**config.mk**
```make
export PLATFORM = sky130hd
export DESIGN_NAME = char_slot_scheduler
export DESIGN_NICKNAME = d
export VERILOG_FILES = /design/src/rtl/char_slot_scheduler.sv
export SDC_FILE = /design/constraint.sdc
export NUM_CORES = 1
export LEC_CHECK = 0
export BUFFER_PORTS_ARGS = -buffer_cell sky130_fd_sc_hd__clkbuf_2
export CORE_UTILIZATION = 35
export CTS_BUF_LIST = sky130_fd_sc_hd__clkbuf_4 sky130_fd_sc_hd__clkbuf_8
export DETAILED_ROUTE_END_ITERATION = 10
export GPL_ROUTABILITY_DRIVEN = 0
export GPL_TIMING_DRIVEN = 0
export HOLD_SLACK_MARGIN = 0.12
export PLACE_DENSITY = 0.47
export SYNTH_ARGS = -nofsm -noshare
export SYNTH_HDL_FRONTEND = slang
export SYNTH_SLANG_ARGS = --single-unit
```
**constraint.sdc**
```tcl
create_clock -name clk_i -period 20 [get_ports clk_i]
set_input_delay 1 -clock clk_i [delete_from_list [all_inputs] [get_ports clk_i]]
set_output_delay 1 -clock clk_i [all_outputs]
set_load 0.01 [all_outputs]
```
**src/rtl/char_slot_scheduler.sv**
```systemverilog
// Falling-character slot table for the typing game. Admits spawned characters
// into free slots, advances them on frame ticks, resolves keypresses, keeps the
// score and the sticky game-over flag. All table work happens in SLOTS-cycle
// sweeps, one slot per cycle; the renderer reads slots combinationally.
module char_slot_scheduler #(
    parameter int unsigned SLOTS       = 16,
    parameter int unsigned LOWER_BOUND = 480,
    parameter int unsigned SCORE_MAX   = 99
) (
    input  logic                     clk_i,
    input  logic                     rst_i,
    input  logic                     en_i,
    input  logic                     clear_i,
    input  logic                     spawn_valid_i,
    output logic                     spawn_ready_o,
    input  logic [7:0]               spawn_ch_i,
    input  logic [9:0]               spawn_x_i,
    input  logic [2:0]               spawn_speed_i,
    input  logic                     frame_tick_i,
    input  logic                     key_valid_i,
    input  logic [7:0]               key_ascii_i,
    input  logic [$clog2(SLOTS)-1:0] rd_idx_i,
    output logic                     rd_active_o,
    output logic [7:0]               rd_ch_o,
    output logic [9:0]               rd_x_o,
    output logic [9:0]               rd_y_o,
    output logic [7:0]               score_o,
    output logic                     gameover_o,
    output logic                     busy_o
);

    localparam int unsigned     IdxW     = $clog2(SLOTS);
    localparam logic [IdxW-1:0] LastIdx  = IdxW'(SLOTS - 1);
    localparam logic [9:0]      LowerY   = 10'(LOWER_BOUND);
    localparam logic [7:0]      ScoreTop = 8'(SCORE_MAX);

    typedef enum logic [2:0] {
        StIdle,
        StClear,
        StSpawn,
        StMatch,
        StMove
    } state_e;

    // Slot table
    logic [SLOTS-1:0]       active_q;
    logic [SLOTS-1:0][7:0]  ch_q;
    logic [SLOTS-1:0][9:0]  x_q;
    logic [SLOTS-1:0][9:0]  y_q;
    logic [SLOTS-1:0][2:0]  sp_q;

    // Sweep control
    state_e            state_q, state_d;
    logic [IdxW-1:0]   idx_q, idx_d;

    // Latched spawn offer and whether it has been placed this sweep
    logic [7:0]        off_ch_q, off_ch_d;
    logic [9:0]        off_x_q, off_x_d;
    logic [2:0]        off_sp_q, off_sp_d;
    logic              done_q, done_d;

    // Match search state
    logic [7:0]        key_q, key_d;
    logic              best_vld_q, best_vld_d;
    logic [IdxW-1:0]   best_idx_q, best_idx_d;
    logic [9:0]        best_y_q, best_y_d;

    // One-deep pending events
    logic              kp_q, kp_d;
    logic [7:0]        kp_ascii_q, kp_ascii_d;
    logic              tp_q, tp_d;

    logic [7:0]        score_q, score_d;
    logic              go_q, go_d;

    // Single table write port
    logic              wr_en;
    logic              wr_act_only;
    logic [IdxW-1:0]   wr_idx;
    logic              wr_act;
    logic [7:0]        wr_ch;
    logic [9:0]        wr_x;
    logic [9:0]        wr_y;
    logic [2:0]        wr_sp;

    logic              accept;
    logic              spawn_fire;
    logic              key_now;
    logic [7:0]        key_sel;
    logic              tick_now;
    logic              last;
    logic              cur_act;
    logic [7:0]        cur_ch;
    logic [9:0]        cur_x;
    logic [9:0]        cur_y;
    logic [2:0]        cur_sp;
    logic [10:0]       y_sum;
    logic [9:0]        y_new;
    logic              hit;
    logic              better;
    logic              win_vld;
    logic [IdxW-1:0]   win_idx;

    // Input gating, slot under the sweep pointer and per-slot arithmetic
    always_comb begin
        accept        = en_i & ~go_q;
        spawn_ready_o = (state_q == StIdle) & en_i & ~go_q & ~clear_i & ~rst_i;
        spawn_fire    = spawn_valid_i & spawn_ready_o;
        key_now       = accept & (key_valid_i | kp_q);
        key_sel       = key_valid_i ? key_ascii_i : kp_ascii_q;
        tick_now      = accept & (frame_tick_i | tp_q);
        last          = (idx_q == LastIdx);

        cur_act = active_q[idx_q];
        cur_ch  = ch_q[idx_q];
        cur_x   = x_q[idx_q];
        cur_y   = y_q[idx_q];
        cur_sp  = sp_q[idx_q];

        y_sum = {1'b0, cur_y} + {8'b0, cur_sp};
        y_new = y_sum[10] ? 10'h3FF : y_sum[9:0];

        // Strict compare keeps the lowest index on equal y
        hit     = cur_act & (cur_ch == key_q);
        better  = hit & (~best_vld_q | (cur_y > best_y_q));
        win_vld = best_vld_q | hit;
        win_idx = better ? idx_q : best_idx_q;
    end

    // Next-state: sweep sequencing, table writes, pending latches, score
    always_comb begin
        state_d     = state_q;
        idx_d       = idx_q;
        off_ch_d    = off_ch_q;
        off_x_d     = off_x_q;
        off_sp_d    = off_sp_q;
        done_d      = done_q;
        key_d       = key_q;
        best_vld_d  = best_vld_q;
        best_idx_d  = best_idx_q;
        best_y_d    = best_y_q;
        score_d     = score_q;
        go_d        = go_q;
        wr_en       = 1'b0;
        wr_act_only = 1'b0;
        wr_idx      = idx_q;
        wr_act      = 1'b0;
        wr_ch       = off_ch_q;
        wr_x        = off_x_q;
        wr_y        = '0;
        wr_sp       = off_sp_q;

        if (accept) begin
            kp_d       = kp_q | key_valid_i;
            kp_ascii_d = key_valid_i ? key_ascii_i : kp_ascii_q;
            tp_d       = tp_q | frame_tick_i;
        end else begin
            kp_d       = 1'b0;
            kp_ascii_d = kp_ascii_q;
            tp_d       = 1'b0;
        end

        if (clear_i) begin
            state_d = StClear;
            idx_d   = '0;
            score_d = '0;
            go_d    = 1'b0;
            kp_d    = 1'b0;
            tp_d    = 1'b0;
        end else begin
            unique case (state_q)
                StIdle: begin
                    if (spawn_fire) begin
                        off_ch_d = spawn_ch_i;
                        off_x_d  = spawn_x_i;
                        off_sp_d = spawn_speed_i;
                        done_d   = 1'b0;
                        state_d  = StSpawn;
                        idx_d    = '0;
                    end else if (key_now) begin
                        key_d      = key_sel;
                        kp_d       = 1'b0;
                        best_vld_d = 1'b0;
                        state_d    = StMatch;
                        idx_d      = '0;
                    end else if (tick_now) begin
                        tp_d    = 1'b0;
                        state_d = StMove;
                        idx_d   = '0;
                    end
                end
                StClear: begin
                    wr_en  = 1'b1;
                    wr_act = 1'b0;
                    wr_ch  = '0;
                    wr_x   = '0;
                    wr_y   = '0;
                    wr_sp  = '0;
                end
                StSpawn: begin
                    if (!done_q && !cur_act) begin
                        wr_en  = 1'b1;
                        wr_act = 1'b1;
                        done_d = 1'b1;
                    end
                end
                StMatch: begin
                    if (better) begin
                        best_vld_d = 1'b1;
                        best_idx_d = idx_q;
                        best_y_d   = cur_y;
                    end
                    if (last && win_vld) begin
                        wr_en       = 1'b1;
                        wr_act_only = 1'b1;
                        wr_idx      = win_idx;
                        wr_act      = 1'b0;
                        if (score_q < ScoreTop) begin
                            score_d = score_q + 8'd1;
                        end
                    end
                end
                StMove: begin
                    if (cur_act) begin
                        wr_en  = 1'b1;
                        wr_act = 1'b1;
                        wr_ch  = cur_ch;
                        wr_x   = cur_x;
                        wr_y   = y_new;
                        wr_sp  = cur_sp;
                        if (y_new >= LowerY) begin
                            go_d = 1'b1;
                        end
                    end
                end
                default: state_d = StIdle;
            endcase

            if (state_q != StIdle) begin
                if (last) begin
                    state_d = StIdle;
                    idx_d   = '0;
                end else begin
                    idx_d = idx_q + 1'b1;
                end
            end
        end
    end

    // Slot table storage
    always_ff @(posedge clk_i or posedge rst_i) begin
        if (rst_i) begin
            active_q <= '0;
            ch_q     <= '0;
            x_q      <= '0;
            y_q      <= '0;
            sp_q     <= '0;
        end else if (wr_en) begin
            active_q[wr_idx] <= wr_act;
            if (!wr_act_only) begin
                ch_q[wr_idx] <= wr_ch;
                x_q[wr_idx]  <= wr_x;
                y_q[wr_idx]  <= wr_y;
                sp_q[wr_idx] <= wr_sp;
            end
        end
    end

    // Control, latches, score and game-over registers
    always_ff @(posedge clk_i or posedge rst_i) begin
        if (rst_i) begin
            state_q    <= StIdle;
            idx_q      <= '0;
            off_ch_q   <= '0;
            off_x_q    <= '0;
            off_sp_q   <= '0;
            done_q     <= 1'b0;
            key_q      <= '0;
            best_vld_q <= 1'b0;
            best_idx_q <= '0;
            best_y_q   <= '0;
            kp_q       <= 1'b0;
            kp_ascii_q <= '0;
            tp_q       <= 1'b0;
            score_q    <= '0;
            go_q       <= 1'b0;
        end else begin
            state_q    <= state_d;
            idx_q      <= idx_d;
            off_ch_q   <= off_ch_d;
            off_x_q    <= off_x_d;
            off_sp_q   <= off_sp_d;
            done_q     <= done_d;
            key_q      <= key_d;
            best_vld_q <= best_vld_d;
            best_idx_q <= best_idx_d;
            best_y_q   <= best_y_d;
            kp_q       <= kp_d;
            kp_ascii_q <= kp_ascii_d;
            tp_q       <= tp_d;
            score_q    <= score_d;
            go_q       <= go_d;
        end
    end

    // Renderer read port and status outputs
    always_comb begin
        rd_active_o = active_q[rd_idx_i];
        rd_ch_o     = ch_q[rd_idx_i];
        rd_x_o      = x_q[rd_idx_i];
        rd_y_o      = y_q[rd_idx_i];
        score_o     = score_q;
        gameover_o  = go_q;
        busy_o      = (state_q != StIdle);
    end

endmodule
```
After elaboration in Yosys (flattened, before gate mapping)
Cells that the tools add are included.

Register bits: 583. Output and inout port bits: 40.

$add $sub $neg: 3. Order comparisons: 7. Equality and inequality tests: 11. Muxes and demuxes: 98. Bitwise logic cells: 20. Reductions and logical operators: 28.

Operator list (count): 160-bit bitwise mux (2); 10-bit binary-select mux with 4-bit select (4); 128-bit bitwise mux (1); 10-bit two-way mux (11); 8-bit two-way mux (10); 8-bit binary-select mux with 4-bit select (2); 48-bit bitwise mux (1); 4-bit two-way mux (11); 10-bit demux with 4-bit select (1); 8-bit demux with 4-bit select (1); 1-bit two-way mux (30); 3-bit two-way mux (10); 10-bit case mux with 2 select lines (1); 16-bit bitwise mux (1); 8-bit case mux with 2 select lines (1); 2-bit nonzero test (8); 4-bit by 5-bit less-than comparator with 1-bit output (second input constant) (3); 3-bit binary-select mux with 4-bit select (1); 3-bit demux with 4-bit select (1); 3-bit case mux with 2 select lines (2); 3-bit AND reduction (4); 10-bit by 3-bit adder with 11-bit output (1); 1-bit bitwise AND (10); 10-bit by 9-bit greater-or-equal comparator with 1-bit output (second input constant) (1); 26 further kinds (49).

Longest topological paths before layout
Gate-level depths: netlist of run 1.

Depth after elaboration: 14. Depth in mapped cells: 22. Gate-level depth less buffers: 13.

Worst setup path before layout of run 1
No wires, ideal clock.

Path kind: input-to-reg. From: input port rst_i. To: register key_q[0]. Data arrival time: 15417 ps. Required time: 19863 ps. Path slack: 4446 ps. Stages: 8. Buffers on the path: 2. Path through: inv_1 and3_1 nand2_1 and3_1 clkbuf_1 clkbuf_1 nor2_1 a21oi_1.

Word-level cells in the longest chain between the ends: 5.

Ends and longest elaborated chain: start: declaration (RTL line 11) `input logic rst_i,`; 1-bit NOT (RTL line 107) `spawn_ready_o = (state_q == StIdle) & en_i & ~go_q & ~clear_i & ~rst_i;`; 1-bit bitwise AND (RTL line 107); named net spawn_ready_o (RTL line 15) `output logic spawn_ready_o,`; 1-bit bitwise AND (RTL line 108) `spawn_fire = spawn_valid_i & spawn_ready_o;`; 1-bit NOT (no line); 4-bit AND reduction (no line); end signal: assignment (RTL line 294) `key_q <= key_d;`; end: declaration (RTL line 63) `logic [7:0] key_q, key_d;`.

The timed path passes the listed nets, and every way through them passes these cells. A chain may end at the register's enable or synchronous reset.

Worst setup path in the final report of run 1
From: register idx_q[1]. To: register y_q[94] in the netlist's numbering.

Word-level cells in the longest chain between the ends: 14.

Ends and longest elaborated chain: start: declaration (RTL line 54) `logic [IdxW-1:0] idx_q, idx_d;`; start signal: assignment (RTL line 289) `idx_q <= idx_d;`; 10-bit binary-select mux with 4-bit select * (RTL line 117) `cur_y = y_q[idx_q];`; 10-bit two-way mux (not written as such) * (RTL line 117); named net cur_y[1] (RTL line 95) `logic [9:0] cur_y;`; 10-bit greater-than comparator (RTL line 125) `better = hit & (~best_vld_q | (cur_y > best_y_q));`; 1-bit OR (RTL line 125); 1-bit bitwise AND (RTL line 125); 4-bit two-way mux; 4-bit two-way mux (RTL line 213) `if (last && win_vld) begin`; 4-bit two-way mux (RTL line 171) `unique case (state_q)`; 4-bit two-way mux (RTL line 163) `if (clear_i) begin`; 4-bit by 5-bit less-than comparator with 1-bit output (not written as such) or 4-bit by 1-bit greater-or-equal comparator with 1-bit output (tied branches) (RTL line 263) `y_q[wr_idx] <= wr_y;`; 1-bit logical AND (not written as such) (RTL line 263); 10-bit two-way mux (not written as such) (RTL line 263); 10-bit demux with 4-bit select (RTL line 263); 160-bit bitwise mux * (RTL line 263); end signal: indexed assignment (RTL line 263); end: declaration (RTL line 49) `logic [SLOTS-1:0][9:0] y_q;`.

Mark *: on every way through the listed nets, which the timed path passes. The rest lies on a longest branch. The select of a mux whose other input is x is not followed.

==> results of run 1 <==
-- registers in the layout, summed over array words and instances (netlist names), 3 cells and up --
register and count:
off_sp_q 3, sp_q 48, best_idx_q 4, x_q 160, idx_q 4, off_x_q 10, active_q 16, kp_ascii_q 8
y_q 160, state_q 3, ch_q 128, key_q 8, off_ch_q 8, score_o 8, best_y_q 10
-- per-stage QoR --
stage	instance area, um2	setup TNS, ps	setup slack [ps]	instances	util [%]
after floorplan	30600	0	2680	1966	-
after global placement	32500	-2545120	-4340	3195	37.4
after detailed placement	32600	0	11130	3202	37.6
after CTS	35200	0	11110	3403	40.5
after global routing	35200	0	10870	3404	40.5
final	35200	0	11150	3405	40.5
-- cells by family (layout without fill, tap and decap cells) --
kind of cell	Yosys count	count (layout)	synth area share [%]
flip-flops	583	583	47.6
buffers and inverters	203	485	3.02
adder cells (fa/ha/maj)	16	16	0.678
multiplexers	875	875	43.0
other	0	2	0
AND/OR/NAND/NOR	163	163	2.74
XOR/XNOR	10	10	0.286
AO/OA/AOI/OAI	116	116	2.70
-- worst max-delay path: stages, from the launching register on --
cell,delay (ps)
dfrtp_1,440
buf_4,270
buf_4,270
buf_2,390
buf_2,440
buf_1,850
buf_1,890
clkbuf_1,840
mux4_2,440
mux4_2,600
ha_1,340
a21o_1,180
a221oi_1,260
a32oi_1,170
and4_1,250
a21oi_4,400
mux2_2,480
nand3_1,200
buf_2,530
mux2_2,400
-- worst max path at each step --
stage          cells after the start            end  startpoint  slack, ps
6_report                          19        y_q[94]    idx_q[1]      11150
5_1_grt                           19       ch_q[85]    idx_q[1]      10870
4_1_cts                           19        y_q[94]    idx_q[1]      11110
3_5_place_dp                      19       ch_q[76]    idx_q[1]      11130
3_3_place_gp                       2  kp_ascii_q[4]       rst_i      -4340
2_1_floorplan                      1    active_q[0]       rst_i       2680
-- synth_stat cells, types with 2 or more instances --
cell,number,area (um2)
dfrtp_1,583,14600
mux2_2,313,3520
mux4_2,294,6620
mux2_1,243,2740
clkbuf_1,88,330
buf_2,56,280
nand3_1,43,215
a21oi_1,30,150
nor2_1,30,113
nand2_1,29,109
inv_1,27,101
mux2i_1,22,220
a22o_1,21,184
buf_4,16,120
o21ai_0,16,80.1
ha_1,15,188
buf_1,12,45.0
nor2b_1,12,75.1
a21o_1,8,60.1
nor3_1,7,35.0
a22oi_1,6,45.0
nand2b_1,6,37.5
nand4_1,6,37.5
xor2_1,6,52.6
nor4_1,5,31.3
or4_1,5,37.5
a32oi_1,4,35.0
and2_1,4,25.0
and3_1,4,25.0
xnor2_1,4,35.0
a31oi_1,3,18.8
buf_6,3,33.8
a211oi_1,2,15.0
a221oi_1,2,17.5
a31o_2,2,17.5
and4_1,2,17.5
mux2i_4,2,45.0
nand3b_1,2,15.0
nor3b_1,2,15.0
o21a_1,2,15.0
o22ai_1,2,12.5
or3_1,2,12.5
-- where the power goes --
group | switching, mW | leakage [nW] | internal [mW]
clock network | 0.548 | 1.34 | 0.768
registers | 0.0147 | 8.09 | 1.20
logic | 0.146 | 6.95 | 0.0786
-- placed cells by master, fill, tap and decap left out, drive strengths merged, types with 3 or more instances in the layout --
cell type	instances
a21o	8
a21oi	31
a22o	21
a22oi	6
a31oi	3
a32oi	4
and2	4
and3	4
buf	95
clkbuf	345
clkinv	10
dfrtp	583
ha	15
inv	32
mux2	556
mux2i	25
mux4	294
nand2	29
nand2b	6
nand3	43
nand4	6
nor2	30
nor2b	12
nor3	8
nor4	6
o21ai	17
or4	5
xnor2	4
xor2	6
-- layer usage --
layer / GRT usage, % / vias to the layer above
met5: 0 / -
met4: 6.24 / 2
met3: 4.93 / 166
met2: 37.8 / 590
met1: 33.6 / 10700
li1: - / 8073
-- cell type report --
| class | instances | area [um2] | area share, % |
|---|---|---|---|
| multi-input combinational | 1180 | 15100 | 43.0 |
| clock inverter | 18 | 174 | 0.494 |
| antenna | 2 | 5.00 | 0.0142 |
| clock buffer | 183 | 2360 | 6.70 |
| inverter | 27 | 109 | 0.309 |
| sequential | 583 | 14600 | 41.5 |
| buffer | 176 | 833 | 2.37 |
| tap | 1155 | 1450 | 4.11 |
| timing repair buffer | 81 | 538 | 1.53 |
==> metrics, run 1 <==
initial antenna violation count=2; initial core utilization=between 30% and 40%; Core ar.=86,800 um2; Clk pin slew, worst setup/hold paths=60 ps; Fin. Hold Viols=0; # IOs=80; sequential area share after synthesis=47.6%; Slew @ Worst Pin=1470 ps; ys flop type=dfrtp_1; clk sinks=about 600; CP Capture Type=flip-flop; HP Class=primary input to async pin; DP HPWL=slightly below 70,000 um; Total GRT Usage=between 20% and 30%; WS Path Type=flip-flop to flip-flop; r2r endpoint=y_q[94]; DR vias=a little under 20k; WL final=about 100,000 um; Yosys warning total=0; worst reg2reg startpoint=idx_q[1]; setup repair after global routing missed its margin=no; total setup buffers inserted after CTS=0; met3 routed WL=between 5000 and 6000 um; Peak VDD IR=roughly 0.05 mV; Cell Area, Synth=30,600 um2; # nets final=2,215; required time of the critical path=20,600 ps; FF-to-FF setup slack=around 11,000 ps; cells after synthesis=approximately 2.0k; Final period util=around 44%; cts hold-fix bufs=0; CTS tree=yes; Pwr Density=~78 nW/um2; Rows=~110; Max Clock Freq=~0.11 GHz; IO Port Bufs=74; area grow syn2layout=14.8%; Clock Skews=41.9 ps; filler instances=8,059; max_cap viols=0; count of final max-slew check failures=0; ys async rst share=between 90% and 100%; reg2reg path depth=19; die height=298 um; CTS Buf Count=between 100 and 150; Clk Latency, worst-skew pair=roughly 750 ps; DR WL met2=a little under 50,000 um; Starting DRT DRC Count=roughly 1.5k; CTS root buf=clkbuf_8; DR pass1 iterations=5; endpoints failing setup=0; startpoint types=flip-flop; register bit total from synthesis=around 600; WL met1=47,000 um; DR top layer=met5; WL/cell=30.7 um; DRC viols=0; Critical Path Fanout Max=10; Max Buffers Root-to-Sink=3; number of global-route vias before repair=20.6k; Congestion Overflow GR=0; die area=88,700 um2; Slew HR=between 2 and 2.5%; first-pass GRT wire length=153,000 um; overall power=2.75 mW; Mapped Avg Cell Area=between 15 and 20 um2; Hold WS=between 200 and 300 ps; EDFF count, synth=0; post-synth cell types=67; H-tree depth=3; Via density=between 5 and 6; layout cells sized above 1=between 40% and 50%; status=finished clean; die width=approximately 300 um; critical path data arrival time=between 9000 and 10,000 ps; crit path time final=just under 9000 ps; P_leak=16.4 nW; Routed Antenna Nets=0; largest net degree at the start of global routing=between 100 and 150; post-CTS resize count=0; synthesized net count=~2.0k
No activity file was read; power rests on OpenSTA's default activity.
==> run 2, diff against run 1 <==
==> constraint.sdc (replaced) <==
create_clock -name clk_i -period 8.5 [get_ports clk_i]
set_input_delay 0.425 -clock clk_i [delete_from_list [all_inputs] [get_ports clk_i]]
set_output_delay 0.425 -clock clk_i [all_outputs]
set_load 0.01 [all_outputs]
==> run 2 against run 1 <==
Net effect:
- non-clock buffer count is 41 higher
- final cell count is 1.0% higher
- first-iteration DRC count is 0.33% higher
- setup slack worse by 11000 ps
- highest routed layer unchanged
- largest cell class unchanged
- count of clock-buffer cells in the layout is 7 lower
- sequential share of layout area is 0.41 points lower
- critical path depth is 1 lower
- wire length is 0.38% higher
- utilization is 0.40 points higher
==> metrics, run 2 (same netlist as run 1, synthesis figures left out) <==
Sw Pwr=1.67 mW (+140%); die area=88,700 um2 (unchanged); Clock Skews=60.3 ps (+18.3 ps); CTS tree=yes; placed cell count=3,212 (+0.31%); most common cell after layout, fill and taps aside=dfrtp_1; DRC viols=0 (unchanged); Peak VDD IR=0.100 mV (+100%); Min-Delay Endpoint=kp_q; Hold WS=179 ps (-81.9 ps); WL final=105,000 um (+0.38%); Internal Power=4.70 mW (+130%); filler instances=8,036 (-0.29%); Pwr Density=179 nW/um2 (+130%); Final period util=96.2% (+52 points); sequential share of power=44.8% (+0.7 points); Clk Latency, worst-skew pair=780 ps (+30 ps); hold path depth=4; largest registers=x_q (160), y_q (160), ch_q (128); Via density=5.72 (-0.25%); largest net degree at the start of global routing=43 (-65%); die width=298 um (unchanged); area grow syn2layout=15.9%; WL/cell=30.5 um (-0.61%); setup repair after global routing missed its margin=no; Clk pin slew, worst setup/hold paths=60 ps (about the same); critical path data arrival time=8780 ps (-660 ps); Logic pwr share=8.6% (+0.5 points); Slew HR=8.88% (+6.6 points); reg2reg path depth=18 (-1); Starting DRT DRC Count=1,528 (+0.33%); Final Util=40.9% (+0.40 points); clock power share=46.6% (-1.2 points); Critical Path Fanout Max=10 (unchanged); max_cap viols=0 (unchanged); DR pass1 iterations=7 (+2); startpoint types=flip-flop; FF/Latch Area=14,600 um2 (unchanged); DP HPWL=70,000 um (+0.74%); required time of the critical path=9100 ps (-11,500 ps); Core ar.=86,800 um2 (unchanged); footprint of the multi-input gates=15,100 um2 (about the same); Rows=108 (unchanged); CTS root buf=clkbuf_8; r2r endpoint=y_q[92]; endpoints failing setup=0 (unchanged); Slew @ Worst Pin=1370 ps (-98.8 ps); clk sinks=583 (unchanged); Total GRT Usage=24.2% (+0.20 points); # IOs=80 (unchanged); initial antenna violation count=4 (+2); hold path start=en_i; Max Clock Freq=0.122 GHz (+8.2%); die height=298 um (unchanged); CP Capture Type=flip-flop; number of global-route vias before repair=21.0k (+2.3%); fin cells=3,439 (+1.0%); first-pass GRT wire length=153,000 um (about the same); Fin. Hold Viols=0 (unchanged); FF-to-FF setup slack=320 ps (-10,830 ps); DR vias=19.7k (+0.75%); worst reg2reg startpoint=idx_q[2]; # nets final=2,255 (+1.8%); Routed Antenna Nets=0 (unchanged); status=finished clean; IO Port Bufs=74 (unchanged); H-tree depth=3 (unchanged); WS Path Type=flip-flop to flip-flop; P_leak=16.5 nW (+0.94%); crit path time final=8180 ps (-671 ps); count of final max-slew check failures=0 (unchanged); layout cells sized above 1=43.5% (-0.23 points); sw frac=26.2% (+0.42 points); Congestion Overflow GR=0 (unchanged); CTS Buf Count=109 (-0.91%); Max Buffers Root-to-Sink=3 (unchanged); most frequent cells in the layout=dfrtp_1, mux2_2, mux4_2; initial core utilization=35.3% (unchanged); HP Class=primary input to flip-flop
-- run 2: repair_timing --
| action | 4_1_cts | 5_1_grt |
|---|---|---|
| hold buffers | 32 | 0 |
| gates resized for setup | 4 | 3 |
| buffers inserted | 0 | 0 |
| setup endpoints to repair | 434 | 17 |
| endpoints found under the hold margin | 67 | 0 |
-- run 2: power groups by stage --
stage               Sequential [mW]  Clock, mW  Combinational [mW]
finish                         2.85       2.97               0.549
global placement               2.91          0               0.519
detailed placement             2.90          0               0.543
CTS                            2.85       3.04               0.557
floorplan                      2.89          0               0.330
global route                   2.86       3.17               0.586
-- run 2: per-stage QoR --
step                      total power [mW]  setup WS (ps)  cell area [um2]  TNS [ps]
after floorplan                       3.22          -2610            30600    -98770
after global placement                3.43          -8000            32500  -2490510
after detailed placement              3.44           -353            32800    -77640
after CTS                             6.45            153            35500         0
after global routing                  6.61           26.3            35500         0
final                                 6.37            323            35500         0
-- run 2: how the worst max path moves through the flow --
stage / end / cells after the start / start
2_1_floorplan: best_vld_q / 7 / rst_i
3_3_place_gp: off_x_q[3] / 6 / rst_i
3_5_place_dp: ch_q[74] / 21 / idx_q[1]
4_1_cts: ch_q[76] / 21 / idx_q[0]
5_1_grt: y_q[92] / 21 / idx_q[0]
6_report: y_q[92] / 18 / idx_q[2]
-- run 2: worst max-delay path, stage by stage, from the launching register on --
cell	delay (ps)
dfrtp_1	510
buf_4	320
buf_4	270
buf_2	260
buf_2	440
clkbuf_1	830
clkbuf_1	960
clkbuf_1	680
mux4_2	540
ha_1	340
a21o_1	180
a221oi_1	260
a32oi_1	150
and4_1	230
a21oi_4	420
mux2_2	480
nand3_1	240
buf_2	490
mux2_2	390
-- run 2: final cells by class --
type	instances	share of cell area (%)
diodes	1	0.00704
plain buffers	175	2.39
clock buffers	176	6.15
clock inverters	19	0.507
inverters	27	0.296
multi-input cells	1180	42.6
flip-flops and latches	583	41.1
well taps	1155	4.07
repair buffers	123	2.90
-- run 2: routing by layer --
layer	wire length, um	share of wire, %	track usage (%)	up-vias
met5	28	0.027	0	-
met4	3480	3.3	8.85	4
met3	7040	6.7	5.75	184
li1	-	-	-	8147
met2	49000	47	37.6	659
met1	45400	43	32.9	10700
